## src/rtl/pipe_hazard_ctrl.sv

```systemverilog
// Pipeline hazard sequencer for the 5-stage core.
// This block drives the hold, flush and bubble controls for the PC, IF/ID, ID/EX
// and EX/MEM registers. It covers three cases:
//   - load-use stalls,
//   - multi-cycle ALU (mul/div) stalls,
//   - control flushes on a taken branch or jump.
// EX-stage forwarding is handled elsewhere. This block only resolves the hazards
// that forwarding cannot.
module pipe_hazard_ctrl #(
  parameter int HOLD_TIMEOUT = 64,  // max consecutive BUSY cycles before timeout (>=2)
  parameter int CNT_W        = 16   // width of stall performance counter
) (
  input  logic             sys_clk,
  input  logic             sys_arstn,
  input  logic [4:0]       id_Rs1_i,
  input  logic [4:0]       id_Rs2_i,
  input  logic             id_use_rs2_i,
  input  logic [4:0]       ex_Rd_i,
  input  logic             ex_MemRead_i,
  input  logic             ex_hold_i,
  input  logic             ex_jump_i,
  output logic             pc_hold_o,
  output logic             if_id_hold_o,
  output logic             if_id_flush_o,
  output logic             id_ex_hold_o,
  output logic             id_ex_flush_o,
  output logic             ex_mem_bubble_o,
  output logic             timeout_o,
  output logic [CNT_W-1:0] stall_cnt_o
);

  // Wide enough to hold HOLD_TIMEOUT itself, which is where busy_cnt saturates.
  localparam int BC_W = $clog2(HOLD_TIMEOUT + 1);

  typedef enum logic {
    IDLE,
    BUSY
  } state_t;

  state_t            state, state_nxt;
  logic [BC_W-1:0]   busy_cnt, busy_cnt_nxt;
  logic              timeout_set;
  logic              load_use;

  // Load-use hazard detection.
  // A load in EX writes a register that the ID instruction reads. x0 never
  // carries a dependency. rs2 only counts when the ID instruction actually
  // reads it.
  always_comb begin
    load_use = ex_MemRead_i && (ex_Rd_i != 5'd0) &&
               ((ex_Rd_i == id_Rs1_i) || (id_use_rs2_i && (ex_Rd_i == id_Rs2_i)));
  end

  // Next-state logic and control outputs.
  // Priority in IDLE is ALU hold > jump > load-use. Holds and flushes for the
  // same register are never raised together.
  always_comb begin
    // NOTE: every signal gets a default before the case so no path leaves one
    // unassigned, which would otherwise infer a latch.
    pc_hold_o       = 1'b0;
    if_id_hold_o    = 1'b0;
    if_id_flush_o   = 1'b0;
    id_ex_hold_o    = 1'b0;
    id_ex_flush_o   = 1'b0;
    ex_mem_bubble_o = 1'b0;
    state_nxt       = state;
    busy_cnt_nxt    = busy_cnt;
    timeout_set     = 1'b0;

    case (state)
      IDLE: begin
        if (ex_hold_i) begin
          pc_hold_o       = 1'b1;
          if_id_hold_o    = 1'b1;
          id_ex_hold_o    = 1'b1;
          ex_mem_bubble_o = 1'b1;
          state_nxt       = BUSY;
          busy_cnt_nxt    = BC_W'(1);
        end else if (ex_jump_i) begin
          // Discard the two wrong-path instructions fetched behind the branch.
          if_id_flush_o = 1'b1;
          id_ex_flush_o = 1'b1;
        end else if (load_use) begin
          // One bubble lets the load reach MEM, where forwarding picks it up.
          pc_hold_o     = 1'b1;
          if_id_hold_o  = 1'b1;
          id_ex_flush_o = 1'b1;
        end
      end

      BUSY: begin
        if (ex_hold_i) begin
          pc_hold_o       = 1'b1;
          if_id_hold_o    = 1'b1;
          id_ex_hold_o    = 1'b1;
          ex_mem_bubble_o = 1'b1;
          if (busy_cnt != BC_W'(HOLD_TIMEOUT)) busy_cnt_nxt = busy_cnt + BC_W'(1);
          if (busy_cnt == BC_W'(HOLD_TIMEOUT - 1)) timeout_set = 1'b1;
        end else begin
          // Result is valid this cycle: let EX/MEM capture it.
          // Jump and load-use are ignored here, because a mul/div cannot be a
          // jump and ID was frozen behind it.
          state_nxt    = IDLE;
          busy_cnt_nxt = '0;
        end
      end

      default: begin
        state_nxt    = IDLE;
        busy_cnt_nxt = '0;
      end
    endcase
  end

  // State register, busy counter and sticky timeout flag.
  always_ff @(posedge sys_clk or negedge sys_arstn) begin
    if (!sys_arstn) begin
      state     <= IDLE;
      busy_cnt  <= '0;
      timeout_o <= 1'b0;
    end else begin
      // NOTE: sequential state uses non-blocking assignments so every register
      // samples pre-edge values regardless of statement order.
      state    <= state_nxt;
      busy_cnt <= busy_cnt_nxt;
      if (timeout_set) timeout_o <= 1'b1;
    end
  end

  // Saturating count of cycles in which the PC was held.
  always_ff @(posedge sys_clk or negedge sys_arstn) begin
    if (!sys_arstn) begin
      stall_cnt_o <= '0;
    end else if (pc_hold_o && (stall_cnt_o != {CNT_W{1'b1}})) begin
      stall_cnt_o <= stall_cnt_o + CNT_W'(1);
    end
  end

endmodule

```

## config.mk

```make
export PLATFORM = sky130hd
export DESIGN_NAME = pipe_hazard_ctrl
export DESIGN_NICKNAME = d
export VERILOG_FILES = /design/src/rtl/pipe_hazard_ctrl.sv
export SDC_FILE = /design/constraint.sdc
export NUM_CORES = 1
export LEC_CHECK = 0
export BUFFER_PORTS_ARGS = -buffer_cell sky130_fd_sc_hd__buf_2
export CAP_MARGIN = 0
export CORE_UTILIZATION = 42
export DETAILED_ROUTE_END_ITERATION = 10
export MAX_ROUTING_LAYER = met4
export PLACE_DENSITY = 0.67
export SYNTH_ARGS = -nofsm -noshare
export SYNTH_HDL_FRONTEND = slang
export SYNTH_SLANG_ARGS = --single-unit
```

## constraint.sdc

```tcl
create_clock -name sys_clk -period 3.7 [get_ports sys_clk]
set_input_delay 0.185 -clock sys_clk [delete_from_list [all_inputs] [get_ports sys_clk]]
set_output_delay 0.185 -clock sys_clk [all_outputs]
set_load 0.02 [all_outputs]
```

* Word-level counts from Yosys, hierarchy flattened *
Index checks and enable logic that the tools add are counted.

operators by class
  add/sub/neg operators = 2
  equality and inequality tests = 7
  multiplexer cells = 18
  bitwise operators = 1
  reductions and logical operators = 7

operators by type and width
  operator                 count
  $mux W7                  3
  $add A16 B1 Y16 const B  1
  $ne A16 B16 Y1 const B   1
  $pmux W7 S2              1
  $mux W1                  13
  $eq A5 B5 Y1             2
  $add A7 B1 Y7 const B    1
  $eq A7 B6 Y1 const B     1
  $ne A7 B7 Y1 const B     1
  $reduce_bool A5 Y1       1
  $logic_and A1 B1 Y1      4
  $ne A3 B2 Y1 const B     1
  $ne A2 B2 Y1 const B     1
  $pmux W1 S2              1
  $reduce_and A2 Y1        1
  $logic_or A1 B1 Y1       1
  $not A1 Y1               1

storage, ports and cells
  register bits after elaboration = 25
  input bits = 21
  output and inout bits = 23
  word-level logic and storage cells = 39

* Logic depth before layout (Yosys ltp) *
Gate-level depths: netlist of run 1.

  depth in word-level cells = 9
  gate-level depth with buffers = 7
  depth with buffers taken out = 7

* Least setup slack after synthesis of run 1 *
OpenSTA, ideal clock, no wires.

  path type = input to register
  start point = input port ex_Rd_i[3]
  end point = register stall_cnt_o[15]
  library setup time = 0.130 ns
  arrival = 1.672 ns
  data required time = 3.570 ns
  path slack = 1.898 ns
  cell stages on the path = 7
  path buffers = 1
  cells stage by stage = xor2_1 nor4_2 a32oi_1 o41ai_4 buf_6 nand4_2 xnor2_1

on the way
  cells in the longest elaborated chain, start to end = 9
  elaborated cells on any way between the ends = 12
  classes of those cells = 2 x eq/ne; 4 x mux; 6 x reduce/logical

ends and longest elaborated chain
  what                     RTL line  text
  start: declaration       18        input logic [4:0] ex_Rd_i,
  $eq A5 B5 Y1             51        ((ex_Rd_i == id_Rs1_i) || (id_use_rs2_i && (ex_Rd_i == id_Rs2_i)));
  $logic_and A1 B1 Y1      51
  $logic_or A1 B1 Y1       51
  $logic_and A1 B1 Y1 *    50        load_use = ex_MemRead_i && (ex_Rd_i != 5'd0) &&
  $mux W1 * (3 in series)  -
  $pmux W1 S2 *            -
  net if_id_hold_o         23        output logic if_id_hold_o,
  $logic_and A1 B1 Y1 *    134       end else if (pc_hold_o && (stall_cnt_o != {CNT_W{1'b1}})) begin
  end signal: assignment   135       stall_cnt_o <= stall_cnt_o + CNT_W'(1);
  end: declaration         29        output logic [CNT_W-1:0] stall_cnt_o

The timed path passes the listed nets; every way through them passes the cells marked *.
A chain may end at the register's enable or synchronous reset.

* Final worst setup path of run 1 *
  start point = input port ex_Rd_i[3]
  end point = output port pc_hold_o

on the way
  cells in the longest elaborated chain, start to end = 8
  elaborated cells on any way between the ends = 11
  classes of those cells = 2 x eq/ne; 4 x mux; 5 x reduce/logical

ends and longest elaborated chain
  what                   RTL line  text
  $eq A5 B5 Y1           51
  $logic_and A1 B1 Y1    51
  $logic_or A1 B1 Y1     51
  $logic_and A1 B1 Y1 *  50
  $mux W1 *              83        end else if (load_use) begin
  $mux W1 *              79        end else if (ex_jump_i) begin
  $mux W1 *              72        if (ex_hold_i) begin
  $pmux W1 S2 *          70        case (state)
  end: declaration       22        output logic pc_hold_o,

Mark *: on every way between the ends. The rest lies on a longest branch, timed or not.

==> flow_metrics.tcl, run 1 <==
set metrics [dict create \
    totalWireLength_um 2970 \
    timing.rr.start "state" \
    critical_path.endpoint_type "primary output" \
    drc 0 \
    synth_top_family_by_area "simple AND/OR/NAND/NOR gates" \
    crit_type "in2out" \
    finish.cell_count_without_fillers 225 \
    setup_tns_ns 0 \
    grt_max_degree 26 \
    synth.area.top_cells "dfrtp_1 43%, xnor2_1 10%, xor2_1 7.2%" \
    worst_hold_startpoint "ex_hold_i" \
    power_leakage_nw 0.827 \
    synth_edf_count 0 \
    netlist_area_sq_um 1450 \
    clock-sinks 25 \
    synth_seq_area_share 0.431 \
    cts_hold_buffers 1 \
    status "finished clean" \
    holdPathStages 1 \
    synthFlopType "dfrtp_1" \
    finalWeightedCongestion 0.832 \
    cell_count_after_synthesis 138 \
    maxSlewViolCount 0 \
    cts.htree.levels 1 \
    floorplan.die_area_sq_um 3690 \
    synth_top_area_frac 0.431 \
    layout_min_cycle_time_ns 2.45 \
    synth.mux.area_fraction 0.0155 \
    io_buffer_count 43 \
    track_usage 0.183 \
    synthesis.area_per_instance_sq_um 10.5 \
    detail_route.wirelength.met1_um 1310 \
    maxSlewHeadroom 0.260 \
    crit_required_ns 3.51 \
    route.detailed.wl_per_inst_um 13.2 \
    tritoncts.num_buffers 3 \
    post_cts_resize_count 0 \
    setup-violations-final 0 \
    worst_hold_path.endpoint "state" \
    worst_setup_path_start_kind "input port" \
    irDropWorstVdd_mv 0.322 \
    r2r.worst_path.cells 3 \
    dieWidth_um 60.8 \
    regToRegSetupSlack_ns 1.60 \
    cts.path.max_buffers 2 \
    drt-pass1-iter-count 4 \
    first_iter_violations 50 \
    rr_endpoint "stall_cnt_o[1]" \
    worst_ep_arrival_time_ns 2.26 \
    design_area_sq_um 1720 \
    dp_hpwl_um 2180 \
    layout-drive-gt1-share 0.326 \
    synth-seq-cells 25 \
    ys.warnings.count 0 \
    met3_length_um 61 \
    xor_xnor_cell_area_share_of_the_yosys_netlist 0.175 \
    grt-ovfl-total 0 \
    placement.cell_area_sq_um 1680 \
    period_utilisation_layout 0.662 \
    ys_types 32 \
    synth_compound_gate_area_share 0.0716 \
    start_util 0.460 \
    dr_wl_met2_um 1570 \
    highest-signal-layer "met4" \
    place.detailed.instances 220 \
    chip_height_um 60.8 \
    floorplan.core_area_sq_um 3150 \
    pin_count 44 \
    fp-row-count 20 \
    cts_tree "built" \
    clkTransAtPathRegs_ns 0.14 \
    grt_first_pass_wirelength_um 4910 \
    antenna_left 0 \
    drv_cap 0 \
    cell_area_power_density_nw_per_um2 413 \
    total_power_draw_uw 710 \
    synth_simple_gate_area_frac 0.245 \
    worstPathMaxFanout 17 \
    timing.clock.skew_ns 0.00477 \
    synth-async-reset-ratio 1.00 \
    clockRootBuffer "clkbuf_4" \
    rsz0062_at_grt "no" \
    synth_fa_ha_area_frac 0.0259 \
    max_freq_mhz 408 \
    antenna_cells_inserted 0 \
    tightest_slew_ns 1.11 \
    final_nets 206 \
    syn_nets 162 \
    finalHoldWorstSlack_ns 0.0562 \
    via_per_inst 5.12 \
    cts.repair_timing.setup_buffer_count 0 \
    first_global_vias 1111 \
    worst_min_delay_path_class "in2reg" \
    vias 1153 \
    clkLatencyLatePin_ns 0.32 \
    syn_to_final_growth_pct 18.5 \
    synth_largest_area_cell "dfrtp_1" \
    final-hold-violation-count 0 \
    number_of_antenna_violations_at_the_first_check_in_global_routing 0 \
]
[report_power, final]
part / leakage (nW) / total (mW) / internal, mW / switching (mW)
logic: 0.482 / 0.212 / 0.0915 / 0.121
clock network: 0.0139 / 0.128 / 0.0413 / 0.0864
registers: 0.332 / 0.370 / 0.314 / 0.0558
[cell usage in the layout, fill, tap and decap left out, drive strengths merged]
cell,synthesis,routed
nand2,13,13
mux2,2,2
nand4,8,8
a32oi,1,1
o41ai,1,1
nor4,1,1
a31oi,2,2
nand3,12,12
and3,8,8
a21oi,1,1
xnor2,17,17
or3,2,2
and4,3,3
dfrtp,25,25
and2,1,1
nor3b,1,1
o21ai,7,7
inv,3,3
clkinvlp,0,1
buf,5,43
ha,3,3
a21o,1,1
nor3,2,2
o21a,1,1
nor2,5,5
xor2,12,12
clkbuf,0,3
dlygate4sd3,0,1
or4,1,1
[cells in the mapped netlist, types with 2 or more instances]
| library cell | count |
|---|---|
| dfrtp_1 | 25 |
| xnor2_1 | 17 |
| nand2_1 | 12 |
| xor2_1 | 12 |
| and3_1 | 8 |
| nand3_1 | 6 |
| nand3_2 | 6 |
| nand4_1 | 6 |
| o21ai_1 | 6 |
| nor2_1 | 5 |
| buf_4 | 4 |
| and4_1 | 3 |
| ha_1 | 3 |
| inv_1 | 3 |
| a31oi_1 | 2 |
| nand4_2 | 2 |
| nor3_1 | 2 |
| or3_1 | 2 |
[how the worst max path moves through the flow]
stage / from / end / slack, ns / cells after the start
3_5_place_dp: ex_Rd_i[3] / stall_cnt_o[1] / 1.16 / 7
3_3_place_gp: ex_Rd_i[3] / stall_cnt_o[1] / 1.27 / 7
2_1_floorplan: ex_Rd_i[3] / stall_cnt_o[15] / 1.90 / 7
6_report: ex_Rd_i[3] / pc_hold_o / 1.25 / 6
4_1_cts: ex_Rd_i[3] / pc_hold_o / 1.27 / 6
5_1_grt: ex_Rd_i[3] / pc_hold_o / 1.11 / 6
[layout make-up]
type	count	area, sq um
Clock buffer	3	22.5
Sequential cell	25	626
Clock inverter	1	7.51
Fill cell	317	1430
Timing Repair Buffer	44	225
Multi-Input combinational cell	105	773
Inverter	3	11.3
Tap cell	44	55.1
[metal layers]
layer | GRT usage | up-vias
met4 | 0.0682 | 0
li1 | - | 571
met2 | 0.314 | 16
met1 | 0.221 | 562
met5 | - | -
met3 | 0.0213 | 4
[state kept, by name, summed over array words and instances, names as in the netlist]
register / flops
stall_cnt_o: 16
timeout_o: 1
busy_cnt: 7
state: 1
[stage by stage]
stage	utilization	worst slack (ns)
after floorplan	-	1.90
after global placement	0.533	1.27
after detailed placement	0.533	1.16
after CTS	0.546	1.27
after global routing	0.546	1.11
final	0.546	1.25
[cell families (layout without fill, tap and decap cells)]
kind of cell / after synthesis / in the layout
AO/OA/AOI/OAI: 14 / 14
buffers and inverters: 8 / 51
adder cells (fa/ha/maj): 3 / 3
multiplexers: 2 / 2
flip-flops: 25 / 25
AND/OR/NAND/NOR: 57 / 57
XOR/XNOR: 29 / 29
[worst max-delay path, cell delays in order]
cell and delay [ns]:
buf_2 0.13, xor2_1 0.17, nor4_2 0.28, a32oi_1 0.19, o41ai_4 0.98, buf_2 0.32
No activity file was read; power rests on OpenSTA's default activity.
==> inputs of run 2 (changes only) <==
clock period = 2.4 ns   (was 3.7 ns; I/O delays follow)
==> flow_metrics.tcl, run 2 (same netlist as run 1, synthesis figures left out) <==
set metrics [dict create \
    status "finished clean" \
    timing.clock.skew_ns 0.00909 \
    crit_type "in2out" \
    cts.path.max_buffers 2 \
    irDropWorstVdd_mv 0.413 \
    pre_cts_slack_ns 0.368 \
    clkLatencyLatePin_ns 0.33 \
    crit_required_ns 2.28 \
    totalWireLength_um 3020 \
    antenna_left 0 \
    grt_first_pass_wirelength_um 5250 \
    fp-row-count 20 \
    layout-drive-gt1-share 0.332 \
    vias 1163 \
    most-common-layout-cells "43 x buf_2, 25 x dfrtp_1, 17 x xnor2_1" \
    clock-sinks 25 \
    cell_area_power_density_nw_per_um2 625 \
    start_util 0.460 \
    maxSlewHeadroom 0.630 \
    setup-violations-final 0 \
    worst_min_delay_path_class "in2async" \
    final-hold-violation-count 0 \
    track_usage 0.198 \
    design_area_sq_um 1750 \
    post_cts_resize_count 0 \
    place.detailed.instances 222 \
    layout_commonest_cell "buf_2" \
    cts_tree "built" \
    via_per_inst 5.10 \
    placement.cell_area_sq_um 1700 \
    clkTransAtPathRegs_ns 0.14 \
    final_nets 209 \
    fin_util 0.554 \
    chip_height_um 60.8 \
    number_of_antenna_violations_at_the_first_check_in_global_routing 0 \
    min_setup_slack_post_route_ns 0.592 \
    power_leakage_nw 0.840 \
    layout_min_cycle_time_ns 1.81 \
    drt-pass1-iter-count 4 \
    tightest_slew_ns 0.554 \
    io_buffer_count 43 \
    worst_ep_arrival_time_ns 1.69 \
    worstPathMaxFanout 17 \
    grt_max_degree 26 \
    drc 0 \
    dieWidth_um 60.8 \
    period_utilisation_layout 0.753 \
    finalHoldWorstSlack_ns 0.287 \
    cts.htree.levels 1 \
    total_power_draw_mw 1.09 \
    drv_cap 0 \
    registers.top_by_ff_count "stall_cnt_o" \
    worst_setup_path_start_kind "input port" \
    maxSlewViolCount 0 \
    antenna_cells_inserted 0 \
    first_iter_violations 27 \
    syn_to_final_growth_pct 20.3 \
    finalWeightedCongestion 0.828 \
    number_of_flip_flops_under_the_largest_register_name 16 \
    first_global_vias 1185 \
    setup_tns_ns 0 \
    rsz0062_at_grt "no" \
    largest_registers_in_the_final_layout "stall_cnt_o: 16 flops, busy_cnt: 7 flops" \
    route.detailed.wl_per_inst_um 13.2 \
    pin_count 44 \
    finish.cell_count_without_fillers 228 \
    critical_path.endpoint_type "primary output" \
    floorplan.die_area_sq_um 3690 \
    clockRootBuffer "clkbuf_4" \
    floorplan.core_area_sq_um 3150 \
    dp_hpwl_um 2270 \
    tritoncts.num_buffers 3 \
    grt-ovfl-total 0 \
    max_freq_mhz 553 \
]
[run 2: worst max-delay path, cell delays in order]
cell	delay [ns]
buf_2	0.13
xor2_1	0.17
nor4_2	0.27
a32oi_1	0.20
o41ai_4	0.30
buf_4	0.29
buf_2	0.21
[run 2: layout make-up]
type | count | area (sq um)
multi-input combinational | 105 | 773
clock buffer | 3 | 22.5
clock inverter | 1 | 7.51
fill | 312 | 1410
timing repair buffer | 47 | 250
tap | 44 | 55.1
inverter | 3 | 11.3
sequential | 25 | 626
[run 2: power by group]
part	internal, mW	switching, mW	total [mW]
Sequential	0.484	0.0790	0.563
Combinational	0.143	0.191	0.334
Clock	0.0638	0.131	0.195
[run 2: what timing repair did]
| action | CTS | global route |
|---|---|---|
| buffers inserted | 0 | 0 |
| hold buffers | 2 | 0 |
| hold endpoints to repair | 26 | 0 |
[run 2: layer usage]
metal	up-vias	global-route usage	part of all wire
met4	0	0.0487	0.013
met1	564	0.218	0.43
met3	5	0.0405	0.028
met2	15	0.364	0.53
met5	-	-	0
li1	579	-	-
[run 2: path summary, 6_finish.rpt]
check                      slack, ns  depth (start not counted)               to      startpoint
setup reg to reg                0.61                          6   stall_cnt_o[5]  stall_cnt_o[2]
min in group sys_clk            0.38                          5   stall_cnt_o[2]       ex_jump_i
hold / removal                  0.29                          2      busy_cnt[2]       sys_arstn
setup / recovery                0.59                          7        pc_hold_o      ex_Rd_i[3]
hold reg to reg                 0.47                          1        timeout_o       timeout_o
max in group asynchronous       1.74                          2  stall_cnt_o[11]       sys_arstn
==> inputs of run 3 (changes only) <==
clock period = 1.8 ns   (was 2.4 ns; I/O delays follow)
==> flow_metrics.tcl, run 3 (same netlist as run 1, synthesis figures left out) <==
set metrics [dict create \
    rsz0062_at_grt "no" \
    critical_path.endpoint_type "primary output" \
    finish.cell_count_without_fillers 237 \
    rr_endpoint "stall_cnt_o[5]" \
    most-common-layout-cells "43 x buf_2, 25 x dfrtp_1, 17 x xnor2_1" \
    syn_to_final_growth_pct 26.0 \
    fp-row-count 20 \
    first_global_vias 1249 \
    worst_ep_arrival_time_ns 1.64 \
    antenna_cells_inserted 0 \
    worst-path-buf-inv 3 \
    tightest_slew_ns 0.555 \
    number_of_flip_flops_under_the_largest_register_name 16 \
    maxSlewHeadroom 0.630 \
    dp_hpwl_um 2370 \
    maxSlewViolCount 0 \
    number_of_antenna_violations_at_the_first_check_in_global_routing 0 \
    grt-ovfl-total 0 \
    timing.clock.skew_ns 0.00439 \
    clkTransAtPathRegs_ns 0.13 \
    registers.top_by_ff_count "stall_cnt_o" \
    status "finished clean" \
    worst_path_largest_cell_delay_ns 0.40 \
    setup_tns_ns 0 \
    io_buffer_count 43 \
    crit_required_ns 1.71 \
    drt-pass1-iter-count 4 \
    start_util 0.460 \
    cell_area_power_density_nw_per_um2 859 \
    max_freq_mhz 579 \
    worstPathMaxFanout 16 \
    final-hold-violation-count 0 \
    critical_path.startpoint "ex_Rd_i[3]" \
    worst_setup_path_start_kind "input port" \
    grt_first_pass_wirelength_um 5310 \
    path_delay_family "compound AO/OA/AOI/OAI gates" \
    power_leakage_nw 0.889 \
    floorplan.core_area_sq_um 3150 \
    first_iter_violations 30 \
    cp_slowest_cell "o41ai_4" \
    layout_min_cycle_time_ns 1.73 \
    layout_commonest_cell "buf_2" \
    dieWidth_um 60.8 \
    r2r.worst_path.cells 6 \
    cpMostUsedCell "buf_2" \
    cts_tree "built" \
    pin_count 44 \
    layout-drive-gt1-share 0.368 \
    worstPathCellList "buf_2 -> xor2_1 -> nor4_2 -> a32oi_1 -> o41ai_4 -> buf_12 -> buf_2" \
    worst_min_delay_path_class "in2async" \
    totalWireLength_um 3060 \
    clock-sinks 25 \
    route.detailed.wl_per_inst_um 12.9 \
    regToRegSetupSlack_ns 0.09 \
    cts.path.max_buffers 2 \
    irDropWorstVdd_mv 0.598 \
    grt_max_degree 26 \
    floorplan.die_area_sq_um 3690 \
    critical_path_cell_count 7 \
    crit_type "in2out" \
    clkLatencyLatePin_ns 0.32 \
    final_nets 218 \
    finalWeightedCongestion 0.877 \
    place.detailed.instances 230 \
    timing.rr.start "stall_cnt_o[5]" \
    drc 0 \
    chip_height_um 60.8 \
    cts.htree.levels 1 \
    track_usage 0.200 \
    via_per_inst 5.14 \
    period_utilisation_layout 0.960 \
    setup-violations-final 0 \
    worstSetupEndpoint "pc_hold_o" \
    tritoncts.num_buffers 3 \
    largest_registers_in_the_final_layout "stall_cnt_o: 16 flops, busy_cnt: 7 flops" \
    drv_cap 0 \
    clockRootBuffer "clkbuf_4" \
    antenna_left 0 \
    vias 1218 \
]
==> run 3: final cells by class <==
cell class,count,area (sq um)
Fill cell,301,1320
Timing Repair Buffer,56,330
Sequential cell,25,626
Multi-Input combinational cell,105,781
Inverter,3,11.3
Clock buffer,4,26.3
Tap cell,44,55.1
==> run 3: worst min path at each step <==
| stage | end | slack, ns | depth (start not counted) |
|---|---|---|---|
| floorplan | busy_cnt[0] | -0.21 | 0 |
| global placement | busy_cnt[3] | 0.11 | 1 |
| detailed placement | busy_cnt[3] | 0.12 | 1 |
| CTS | stall_cnt_o[1] | 0.21 | 4 |
| global route | stall_cnt_o[11] | 0.30 | 5 |
| finish | busy_cnt[2] | 0.27 | 2 |
==> run 3: power breakdown <==
part           internal [mW]  switching [mW]  total, mW
combinational          0.283           0.329      0.612
sequential             0.645          0.0631      0.709
clock                 0.0867           0.164      0.250
total                   1.02           0.555       1.57
==> run 3: stage by stage <==
| stage | power, mW | hold slack (ns) | utilization | area (sq um) | setup WS [ns] |
|---|---|---|---|---|---|
| 2_1_floorplan | 1.04 | -0.206 | - | 1450 | 0.0155 |
| 3_3_place_gp | 1.31 | 0.110 | 0.561 | 1770 | 0.00673 |
| 3_5_place_dp | 1.33 | 0.116 | 0.561 | 1770 | -0.103 |
| 4_1_cts | 1.58 | 0.214 | 0.575 | 1810 | 0.0361 |
| 5_1_grt | 1.67 | 0.297 | 0.580 | 1830 | 0.00170 |
| 6_report | 1.57 | 0.271 | 0.580 | 1830 | 0.0715 |
==> run 3: routing by layer <==
layer | vias up | routed length [um] | track usage | part of all wire
met5 | - | 0 | - | 0
met4 | 0 | 61 | 0.0714 | 0.020
met3 | 9 | 101 | 0.0469 | 0.033
met2 | 19 | 1640 | 0.361 | 0.54
met1 | 595 | 1250 | 0.211 | 0.41
li1 | 595 | - | - | -
==> run 3: repair_timing <==
action / CTS / global route
hold buffers: 2 / 0
endpoints found under the setup margin: 0 / 4
gates resized for setup: 0 / 3
setup buffers: 0 / 1
endpoints found under the hold margin: 26 / 0
